===== src/rtl/regfile_wb_sink_pkg.sv =====
`default_nettype none
// ============================================================================
// Module      : regfile_wb_sink_pkg
// Description : Shared constants for the register-file write-back sink:
//               geometry defaults, opcode map, opcode classification helpers
//               and the write FSM state type.
// Revision    : 1.0 - initial release
// ============================================================================
package regfile_wb_sink_pkg;

  localparam int RF_NUM_REGS = 16;
  localparam int RF_DATA_W   = 16;
  localparam int RF_ADDR_W   = 4;
  localparam int RF_OP_W     = 6;

  localparam logic [RF_OP_W-1:0] OP_MOV0  = 6'h00;
  localparam logic [RF_OP_W-1:0] OP_MOV1  = 6'h01;
  localparam logic [RF_OP_W-1:0] OP_LOAD  = 6'h02;
  localparam logic [RF_OP_W-1:0] OP_STORE = 6'h03;
  localparam logic [RF_OP_W-1:0] OP_ADD   = 6'h04;
  localparam logic [RF_OP_W-1:0] OP_SUB   = 6'h05;
  localparam logic [RF_OP_W-1:0] OP_NEG   = 6'h06;
  localparam logic [RF_OP_W-1:0] OP_MUL   = 6'h07;
  localparam logic [RF_OP_W-1:0] OP_AND   = 6'h08;
  localparam logic [RF_OP_W-1:0] OP_OR    = 6'h09;
  localparam logic [RF_OP_W-1:0] OP_XOR   = 6'h0A;
  localparam logic [RF_OP_W-1:0] OP_NOT   = 6'h0B;
  localparam logic [RF_OP_W-1:0] OP_LSH   = 6'h0C;
  localparam logic [RF_OP_W-1:0] OP_RSH   = 6'h0D;
  localparam logic [RF_OP_W-1:0] OP_ALSH  = 6'h0E;
  localparam logic [RF_OP_W-1:0] OP_ARSH  = 6'h0F;
  localparam logic [RF_OP_W-1:0] OP_LRSH  = 6'h10;

  typedef enum logic [0:0] {
    IDLE    = 1'b0,
    HI_PEND = 1'b1
  } wb_state_e;

  // Single-cycle register writes: the ALU range minus the two-cycle MUL.
  function automatic logic is_narrow_write(input logic [RF_OP_W-1:0] op);
    return (op >= OP_ADD) && (op <= OP_LRSH) && (op != OP_MUL);
  endfunction

  function automatic logic is_wide_write(input logic [RF_OP_W-1:0] op);
    return (op == OP_MUL);
  endfunction

endpackage
`default_nettype wire


===== src/rtl/regfile_array.sv =====
`default_nettype none
// ============================================================================
// Module      : regfile_array
// Description : NUM_REGS x DATA_W register storage, one synchronous write
//               port, two combinational read ports with write-through bypass.
// Ports       : clk, rst_n          - clock, async active-low reset (clears all)
//               we, waddr, wdata    - write port, committed at rising edge
//               raddr_a/b, rdata_a/b- read ports, see same-cycle write data
// Revision    : 1.0 - initial release
// ============================================================================
module regfile_array
  import regfile_wb_sink_pkg::*;
#(
  parameter int NUM_REGS = RF_NUM_REGS,
  parameter int DATA_W   = RF_DATA_W,
  parameter int ADDR_W   = RF_ADDR_W
) (
  input  logic              clk,
  input  logic              rst_n,
  input  logic              we,
  input  logic [ADDR_W-1:0] waddr,
  input  logic [DATA_W-1:0] wdata,
  input  logic [ADDR_W-1:0] raddr_a,
  output logic [DATA_W-1:0] rdata_a,
  input  logic [ADDR_W-1:0] raddr_b,
  output logic [DATA_W-1:0] rdata_b
);

  logic [DATA_W-1:0] regs_q [NUM_REGS];
  logic [DATA_W-1:0] regs_d [NUM_REGS];

  always_comb begin
    regs_d = regs_q;
    if (we) begin
      regs_d[waddr] = wdata;
    end
  end

  always_ff @(posedge clk or negedge rst_n) begin
    if (!rst_n) begin
      for (int i = 0; i < NUM_REGS; i++) begin
        regs_q[i] <= '0;
      end
    end else begin
      regs_q <= regs_d;
    end
  end

  // Bypass lets operand fetch see a value in the same cycle it is committed.
  always_comb begin
    rdata_a = (we && (raddr_a == waddr)) ? wdata : regs_q[raddr_a];
    rdata_b = (we && (raddr_b == waddr)) ? wdata : regs_q[raddr_b];
  end

endmodule
`default_nettype wire


===== src/rtl/regfile_wb_sink.sv =====
`default_nettype none
// ============================================================================
// Module      : regfile_wb_sink
// Description : Write-back sink for the register file. Accepts one beat per
//               valid/ready handshake; narrow ops write result[15:0], MUL
//               writes the low half at accept and the high half on the
//               following cycle while back-pressuring the producer.
// Ports       : clk, rst_n                 - clock, async active-low reset
//               wb_valid/wb_ready          - write-back handshake
//               wb_op, wb_rdst1, wb_rdst2  - opcode and destinations
//               wb_result                  - 2*DATA_W result word
//               rd_addr_x/rd_data_x        - combinational read ports A, B
//               rd_pending_x               - read targets pending high half
//               wr_count                   - committed register writes (wraps)
// Revision    : 1.0 - initial release
// ============================================================================
module regfile_wb_sink
  import regfile_wb_sink_pkg::*;
#(
  parameter int NUM_REGS = RF_NUM_REGS,
  parameter int DATA_W   = RF_DATA_W,
  parameter int ADDR_W   = RF_ADDR_W,
  parameter int OP_W     = RF_OP_W
) (
  input  logic                clk,
  input  logic                rst_n,
  input  logic                wb_valid,
  output logic                wb_ready,
  input  logic [OP_W-1:0]     wb_op,
  input  logic [ADDR_W-1:0]   wb_rdst1,
  input  logic [ADDR_W-1:0]   wb_rdst2,
  input  logic [2*DATA_W-1:0] wb_result,
  input  logic [ADDR_W-1:0]   rd_addr_a,
  output logic [DATA_W-1:0]   rd_data_a,
  input  logic [ADDR_W-1:0]   rd_addr_b,
  output logic [DATA_W-1:0]   rd_data_b,
  output logic                rd_pending_a,
  output logic                rd_pending_b,
  output logic [15:0]         wr_count
);

  wb_state_e           state_q,    state_d;
  logic [DATA_W-1:0]   hi_data_q,  hi_data_d;
  logic [ADDR_W-1:0]   hi_addr_q,  hi_addr_d;
  logic [15:0]         wr_count_q, wr_count_d;

  logic                we;
  logic [ADDR_W-1:0]   waddr;
  logic [DATA_W-1:0]   wdata;

  always_comb begin
    state_d    = state_q;
    hi_data_d  = hi_data_q;
    hi_addr_d  = hi_addr_q;
    wr_count_d = wr_count_q;
    wb_ready   = 1'b0;
    we         = 1'b0;
    waddr      = wb_rdst1;
    wdata      = wb_result[DATA_W-1:0];
    case (state_q)
      IDLE: begin
        wb_ready = 1'b1;
        // Ops outside both classes are accepted here and simply dropped.
        if (wb_valid) begin
          if (is_narrow_write(wb_op)) begin
            we         = 1'b1;
            wr_count_d = wr_count_q + 16'd1;
          end else if (is_wide_write(wb_op)) begin
            we         = 1'b1;
            wr_count_d = wr_count_q + 16'd1;
            hi_data_d  = wb_result[2*DATA_W-1:DATA_W];
            hi_addr_d  = wb_rdst2;
            state_d    = HI_PEND;
          end
        end
      end
      HI_PEND: begin
        // Unconditional: the high half always commits one cycle after accept.
        we         = 1'b1;
        waddr      = hi_addr_q;
        wdata      = hi_data_q;
        wr_count_d = wr_count_q + 16'd1;
        state_d    = IDLE;
      end
      default: state_d = IDLE;
    endcase
  end

  always_ff @(posedge clk or negedge rst_n) begin
    if (!rst_n) begin
      state_q    <= IDLE;
      hi_data_q  <= '0;
      hi_addr_q  <= '0;
      wr_count_q <= '0;
    end else begin
      state_q    <= state_d;
      hi_data_q  <= hi_data_d;
      hi_addr_q  <= hi_addr_d;
      wr_count_q <= wr_count_d;
    end
  end

  assign wr_count     = wr_count_q;
  assign rd_pending_a = (state_q == HI_PEND) && (rd_addr_a == hi_addr_q);
  assign rd_pending_b = (state_q == HI_PEND) && (rd_addr_b == hi_addr_q);

  regfile_array #(
    .NUM_REGS (NUM_REGS),
    .DATA_W   (DATA_W),
    .ADDR_W   (ADDR_W)
  ) u_array (
    .clk     (clk),
    .rst_n   (rst_n),
    .we      (we),
    .waddr   (waddr),
    .wdata   (wdata),
    .raddr_a (rd_addr_a),
    .rdata_a (rd_data_a),
    .raddr_b (rd_addr_b),
    .rdata_b (rd_data_b)
  );

endmodule
`default_nettype wire

===== config.mk =====
export PLATFORM = sky130hd
export DESIGN_NAME = regfile_wb_sink
export DESIGN_NICKNAME = d
export VERILOG_FILES = /design/src/rtl/regfile_wb_sink_pkg.sv /design/src/rtl/regfile_array.sv /design/src/rtl/regfile_wb_sink.sv
export SDC_FILE = /design/constraint.sdc
export NUM_CORES = 1
export LEC_CHECK = 0
export ABC_AREA = 0
export BUFFER_PORTS_ARGS = -buffer_cell sky130_fd_sc_hd__buf_4
export CORE_MARGIN = 4
export CORE_UTILIZATION = 45
export DETAILED_ROUTE_END_ITERATION = 7
export PLACE_DENSITY_LB_ADDON = 0.15
export SLEW_MARGIN = 10
export SYNTH_ARGS = -nofsm -noshare
export SYNTH_HDL_FRONTEND = slang
export SYNTH_HIERARCHICAL = 1
export SYNTH_SLANG_ARGS = --single-unit
export TNS_END_PERCENT = 10

===== constraint.sdc =====
create_clock -name clk -period 7 [get_ports clk]
set_input_delay 0 -clock clk [delete_from_list [all_inputs] [get_ports clk]]
set_output_delay 0 -clock clk [all_outputs]
set_load 0.1 [all_outputs]

After elaboration in Yosys (flattened, before gate mapping). Index checks and enable logic that the tools add are counted. Widths: inputs -> output; s select.

Bits in registers: 293. Bits in latches: 0. Memory bits (writable): 0. Bits in read-only memories: 0. Input port bits: 57. Output and inout bits: 51. Memories: 0.

Add/subtract/negate cells: 1. Multiply operators: 0. Div/mod/pow operators: 0. Magnitude comparators: 6. Equality and inequality tests: 8. Shift operators: 0. Mux-type cells: 25. Bitwise gates (word level): 5. Reduce and logical (&&, ||, !) cells: 9.

Operator list (number): $bwmux 256 (1); $mux 16 (11); $bmux 16 s4 (2); $demux 16 s4 (1); $pmux 16 s2 (1); $add 16x1->16 const B (1); $eq 4x4->1 (4); $ge 5x5->1 const B (3); $not 4->5 (3); $logic_and 1x1->1 (7); $eq 6x3->1 const B (1); $ge 6x3->1 const B (1); $le 6x5->1 const B (1); $mux 1 (6); $ne 6x3->1 const B (1); $lt 5x1->1 const B (1); $mux 4 (1); $pmux 1 s2 (2); $reduce_and 4->1 (1); $ne 3x3->1 const B (1); $ne 2x2->1 const B (1); $not 1->1 (2); $reduce_and 2->1 (1).

Longest topological paths before layout. Gate-level depths: netlist of the first run.

Word-level depth: 8. Depth in mapped cells: 8. Gate-level depth less buffers: 6.

Modules after synthesis. The synthesis of the first run kept the hierarchy.

Modules (own cells, without submodules): regfile_array (instances 1, cells an instance 885, area an instance 14178.6 um^2, sequential area each 6406.1 um^2); regfile_wb_sink (instances 1, cells an instance 151, area an instance 1960.6 um^2, sequential area each 925.9 um^2).

Worst setup path before layout of the first run. OpenSTA, ideal clock, no wires.

Kind: register -> output. From: register state_q. To: output port rd_pending_a. Arrival: 3344 ps. Slack: 3656 ps. Cell stages (with the launch flop): 4. Path through: dfrtp_1 > inv_2 > clkbuf_1 > nor3_1.

Longest elaborated chain between the ends: 1.

Ends and longest elaborated chain: start: declaration (line regfile_wb_sink.sv:42) `wb_state_e state_q, state_d;`; start signal: assignment (line regfile_wb_sink.sv:96) `state_q <= state_d;`; $logic_and 1x1->1 (line regfile_wb_sink.sv:104) `assign rd_pending_a = (state_q == HI_PEND) && (rd_addr_a == hi_addr_q);`; end: declaration (line regfile_wb_sink.sv:37) `output logic rd_pending_a,`.

Every way passes these cells.

Worst setup path in the final report of the first run.
From: register state_q. To: output port rd_data_a[3].

Longest elaborated chain between the ends: 4. Elaborated cells on any way between the ends: 7. Those cells by class: eq/ne: 1; mux: 4; bitwise: 1; reduce/logical: 1.

Ends and longest elaborated chain: $not 1->1 (no line); $pmux 1 s2 (*) (line regfile_wb_sink.sv:60) `case (state_q)`; net we (line regfile_wb_sink.sv:47) `logic we;`; $logic_and 1x1->1 (*) (line regfile_array.sv:51) `rdata_a = (we && (raddr_a == waddr)) ? wdata : regs_q[raddr_a];`; $mux 16 (*) (line regfile_array.sv:51); end: declaration (line regfile_wb_sink.sv:34) `output logic [DATA_W-1:0] rd_data_a,`.

The timed path passes the listed nets; every way through them passes the cells marked *.

==> flow_metrics.tcl, run 1 <==
set metrics [dict create \
    status "finished clean" \
    use_met2_pct 39.6 \
    critPathMaxStageDelay_ns 0.94 \
    gr-total-overflow 0 \
    synth_seq_area_share_pct 45.4 \
    setup_tns_ns 0 \
    slew_headroom_pct 26.1 \
    synth_cell_types 36 \
    critPathSlowestCell "dfrtp_1" \
    p_clk_share_pct 29.8 \
    via_per_inst 5.95 \
    design.core.area_mm2 0.0355 \
    rsz0062_at_grt "false" \
    grt_start_max_net_pins 125 \
    ant_nets 0 \
    nNetsFinal 1196 \
    antenna_found_initial 0 \
    drt-total-wl_mm 42.6 \
    grt_pass1_wl_mm 66.5 \
    synth_area_mm2 0.0161 \
    critPathBufInv 3 \
    netlist.area_leader.share_pct 45.4 \
    clk_path_buf_depth 3 \
    slew_viol_final 0 \
    wl_per_cell_um 26.3 \
    crit_chain "inv_2 -> nand2_1 -> nand2_1 -> nor4_4 -> buf_4 -> mux2_2 -> buf_4" \
    r2r_slack_ns 3.56 \
    async_reset_ff_share_pct 100 \
    worst_pin_slew_ns 1.11 \
    grtUsageMet3_pct 3.36 \
    tritoncts "built" \
    die_h_um 197 \
    yosys_warnings 6 \
    crit_fanout 21 \
    syn_inst 1036 \
    worstSetupStartpointType "flop" \
    yosys-top-cells-area "dfrtp_1 (45%), mux2_2 (21%), mux4_2 (18%)" \
    drt_pass1_iterations 4 \
    dpl.hpwl_mm 25.5 \
    worst-endpoint-arrival_ns 3.59 \
    fmax_mhz 278 \
    ys_seq_elements 293 \
    yosys.area.top_type "dfrtp_1" \
    worst_clock_skew_ns 0.0112 \
    hold_class "input pin to async pin" \
    cts_sinks 293 \
    ys.flop_type "dfrtp_1" \
    hold_viol_final 0 \
    setup_violations 0 \
    grt_pass1_vias 10700 \
    min_period_ns 3.59 \
    io_pins 108 \
    syn_nets 1094 \
    sw_frac_of_total_pct 35.0 \
    drt-initial-drc-count 509 \
    path_class "flop to primary output" \
    p_seq_share_pct 38.6 \
    cts_buffers 35 \
    r2r-start "state_q" \
    clockRootBuffer "clkbuf_16" \
    nFillCells 3003 \
    drc 0 \
    vdd_ir_drop_max_mv 0.253 \
    required_ns 7.00 \
    cap_violations 0 \
    fp-row-count 69 \
    initial_core_util_pct 45.5 \
    power_mw 5.97 \
    power_leakage_nw 8.25 \
    htree_levels 2 \
    clk-insertion-delay-late_ns 0.51 \
    place_congestion 0.728 \
    critical-path-top-delay-family "buffers and inverters" \
    drive_gt1_share_pct 53.8 \
    ff2ff_path_depth 6 \
    avgSynthCellArea_um2 15.6 \
    combinationalPowerShare_pct 31.6 \
    cts.clk_slew.worst_paths_ns 0.06 \
    internal-power_mw 3.89 \
    p_sw_mw 2.09 \
    die_area_mm2 0.0390 \
    dr_total_vias 9650 \
    grt_busiest_layer "met2" \
    reg2reg_to "u_array/regs_q[122]" \
    synth_edf_count 0 \
    dieWidth_um 197 \
    grt.total_usage_pct 22.4 \
    diodes 0 \
    p_per_area_mw_per_mm2 320 \
    io_buffers 107 \
    finalCritPeriodShare_pct 51.3 \
    cts_setup_buffers 0 \
    endpoint_kind "primary output" \
    use_met1_pct 29.1 \
    area_delta_synth_final_pct 15.5 \
]
final cells by class:
cell class	instances	area (um^2)	share of cell area, %
multi-input combinational	654	8390	45.0
tap	461	577	3.09
timing repair buffer	152	1230	6.59
clock inverter	3	40.0	0.215
inverter	2	7.51	0.0403
clock buffer	56	1080	5.78
sequential	293	7330	39.3
worst max-delay path by stage:
stage / from / cells after the start / slack, ns / endpoint
2_1_floorplan: state_q / 3 / 3.66 / rd_pending_a
4_1_cts: state_q / 7 / 3.42 / rd_data_a[3]
5_1_grt: state_q / 7 / 3.18 / rd_data_a[3]
3_3_place_gp: state_q / 6 / 3.70 / u_array/regs_q[117]
6_report: state_q / 7 / 3.41 / rd_data_a[3]
3_5_place_dp: state_q / 5 / 3.57 / u_array/regs_q[199]
cell families (layout without fill, tap and decap cells):
group                    Yosys count  after routing  synth area share, %
AO/OA/AOI/OAI                     16             16                 1.04
XOR/XNOR                          31             31                 1.68
adder cells (fa/ha/maj)            1              1               0.0775
buffers and inverters             89            213                 2.91
flip-flops                       293            293                 45.4
multiplexers                     553            553                 46.8
AND/OR/NAND/NOR                   53             53                 2.09
worst reg2reg max path, delay by kind of cell (launching register included):
kind	cells	cell delay, ns
buffers and inverters	2	0.74
DFF	1	0.94
muxes	1	0.32
and+or+nand+nor	3	1.32
Yosys cell counts, types with 7 or more instances:
master	count
buf_1	7
buf_2	37
buf_6	10
clkbuf_1	29
dfrtp_1	293
mux2_1	30
mux2_2	299
mux2i_1	96
mux4_2	128
nand2_1	11
nand3_1	9
nor2_1	10
xnor2_1	9
xor2_1	22
timing repair:
action	in CTS	in global routing
endpoints found under the hold margin	121	0
hold buffers	27	0
setup endpoints to repair	0	0
resized for setup	0	0
power by group through the flow:
stage	Clock, mW	Combinational, mW	Sequential [mW]
finish	1.78	1.89	2.30
global route	1.89	2.00	2.35
CTS	1.83	1.91	2.30
detailed placement	0	1.89	2.33
global placement	0	1.87	2.31
floorplan	0	1.23	2.53
state kept, by name, indices dropped and copies added (netlist names):
name and count:
u_array/regs_q 256, hi_data_q 16, wr_count 16, hi_addr_q 4, state_q 1
per-layer routing:
metal,share of wire [%],wire (um),vias up
li1,-,-,4191
met1,41,17500,5239
met2,52,22300,164
met3,4.2,1780,56
met4,2.4,1020,0
met5,0,0,-
metrics by stage:
stage	setup WS, ns	hold slack (ns)	util [%]	cell area, um^2	instances
floorplan	3.66	-0.296	-	16100	1036
global placement	3.70	0.105	48.6	17300	1535
detailed placement	3.57	0.108	48.6	17300	1535
CTS	3.42	0.142	52.6	18600	1621
global route	3.18	0.181	52.6	18600	1621
finish	3.41	0.110	52.6	18600	1621
cells in the final DEF, fill, tap and decap left out, types with 2 or more instances in the layout:
cell type	netlist	layout
nor3_1	2	2
nand2_1	11	11
nor2_2	0	6
xnor2_1	9	9
nor4_4	2	3
clkbuf_16	0	37
a211oi_2	3	3
mux2_2	299	299
a21oi_1	6	6
and3_1	2	2
buf_4	4	123
a2111oi_2	4	4
clkbuf_8	0	8
clkinv_2	0	2
mux2_1	30	30
nand4_1	2	2
xor2_1	22	22
clkbuf_1	29	11
mux2i_1	96	96
dfrtp_1	293	293
and4_1	2	2
or3_1	3	3
dlygate4sd3_1	0	27
mux4_2	128	128
nand3_1	9	9
nor2_4	0	3
nand2b_1	3	2
nand3b_1	3	3
Note: power is estimated with default switching activity, not from simulation.
==> inputs of run 2 (changes only) <==
- clock period: 7 -> 3.55 ns (I/O delays scaled with it)
==> run 2 against run 1 <==
Compared with the run above: clock power grew 97%; total power up 97%; cell count grew 1.6%; worst setup slack got worse by 2.9 ns; clock skew decreased by 0.0019 ns; combinational power up 98%.
==> flow_metrics.tcl, run 2 (synthesized netlist as in run 1, its figures left out) <==
set metrics [dict create \
    status "finished clean" \
    hold_viol_final 0 \
    power_leakage_nw 8.41 \
    cts_buffers 34 \
    gr-total-overflow 0 \
    drc 0 \
    wl_met2_mm 21.5 \
    drt_pass1_iterations 4 \
    setup_tns_ns 0 \
    area_delta_synth_final_pct 17.2 \
    largest_register_ffs 256 \
    clk-insertion-delay-late_ns 0.51 \
    via_per_inst 5.91 \
    crit_chain "mux2_2 -> xor2_1 -> nor4_4 -> buf_4 -> mux2_2 -> buf_4" \
    drt-initial-drc-count 460 \
    critPathBufInv 2 \
    crit_fanout 16 \
    slew_viol_final 0 \
    dieWidth_um 197 \
    finalCritPeriodShare_pct 84.8 \
    final_util_pct 53.3 \
    place_congestion 0.763 \
    cts.clk_slew.worst_paths_ns 0.06 \
    nNetsFinal 1222 \
    met3WireLength_mm 1.52 \
    min_period_ns 3.01 \
    clk_path_buf_depth 3 \
    critPathSlowestCell "dfrtp_1" \
    drt-total-wl_mm 42.4 \
    tritoncts "built" \
    route.top_layer_used "met4" \
    ant_nets 0 \
    clockRootBuffer "clkbuf_16" \
    worst_clock_skew_ns 0.00928 \
    rsz0062_at_grt "false" \
    io_buffers 107 \
    dr_total_vias 9741 \
    final_common_cell "mux2_2" \
    top_register "u_array/regs_q" \
    endpoint_kind "primary output" \
    antenna_found_initial 0 \
    worst_pin_slew_ns 1.05 \
    fmax_mhz 332 \
    worstSetupStartpointType "flop" \
    grt_pass1_vias 10400 \
    critical-path-top-delay-family "multiplexers" \
    die_area_mm2 0.0390 \
    grt_start_max_net_pins 86 \
    design.core.area_mm2 0.0355 \
    final_cell_mix "mux2_2 (299), dfrtp_1 (293), buf_4 (142)" \
    dpl.hpwl_mm 27.0 \
    fp-row-count 69 \
    initial_core_util_pct 45.5 \
    grt_pass1_wl_mm 65.3 \
    vdd_ir_drop_max_mv 0.516 \
    setup_violations 0 \
    slew_headroom_pct 29.7 \
    drive_gt1_share_pct 54.8 \
    critPathMaxStageDelay_ns 0.48 \
    htree_levels 2 \
    wl_met1_mm 18.4 \
    cts_sinks 293 \
    diodes 0 \
    worst-endpoint-arrival_ns 3.01 \
    io_pins 108 \
    required_ns 3.55 \
    cap_violations 0 \
    die_h_um 197 \
    hold_class "input pin to async pin" \
    p_per_area_mw_per_mm2 622 \
    grt.total_usage_pct 22.1 \
    path_class "flop to primary output" \
    wl_per_cell_um 25.7 \
]
==> run 2: changes by cell type in the layout (fill, tap and decap cells not counted), moves of 2 or more <==
cell,change
dlygate4sd3_1,+2
nor2_4,-3
buf_12,+6
clkbuf_1,-3
nor2_2,+3
clkinvlp_4,+2
buf_4,+19
==> run 2: repair_timing <==
action | in CTS | in global routing
buffers inserted | 0 | 0
hold endpoints to repair | 102 | 0
endpoints found under the setup margin | 0 | 0
resized for setup | 0 | 0
hold buffers | 29 | 0
==> run 2: area by class of cell <==
class	instances	area (um^2)
Clock inverter	5	58.8
Sequential cell	293	7330
Inverter	2	7.51
Tap cell	461	577
Clock buffer	53	1070
Fill cell	2916	16600
Multi-Input combinational cell	654	8370
Timing Repair Buffer	179	1510
==> run 2: worst reg2reg max path: stages, from the launching register on <==
cell           delay [ns]
dfrtp_1              0.46
inv_2                0.09
buf_4                0.26
nand2_1              0.14
nor4_4               0.46
dlygate4sd3_1        0.63
buf_4                0.24
mux2_2               0.37
==> run 2: power by group <==
part	switching [mW]	total [mW]	internal, mW
Sequential	0.506	4.52	4.02
Clock	1.37	3.50	2.13
Combinational	2.23	3.75	1.52
Total	4.10	11.8	7.67
==> run 2: path summary, 6_finish.rpt <==
check	endpoint	from	cells after the start	slack, ns
hold reg to reg	wr_count[15]	wr_count[15]	1	0.47
setup / recovery	rd_data_a[6]	state_q	6	0.54
min in group clk	wr_count[0]	wb_valid	4	0.10
hold / removal	hi_data_q[15]	rst_n	2	0.1
max in group asynchronous	u_array/regs_q[196]	rst_n	3	2.49
setup reg to reg	hi_addr_q[2]	state_q	7	0.80
==> run 2: metal layers <==
metal  vias to the layer above  GRT usage, %
li1                       4246             -
met2                       187          38.1
met4                         0          6.16
met3                        68          2.69
met1                      5240          29.8
met5                         -             0
==> run 2: per-stage QoR <==
step	total power, mW	setup WS, ns	cells	hold slack [ns]	area, um^2
final	11.8	0.540	1647	0.0987	18900
after global routing	12.3	0.434	1647	0.122	18900
after CTS	11.9	0.526	1647	0.0782	18900
after detailed placement	8.33	0.928	1560	0.0738	17500
after global placement	8.26	1.02	1560	0.0751	17500
after floorplan	7.42	0.206	1036	-0.296	16100
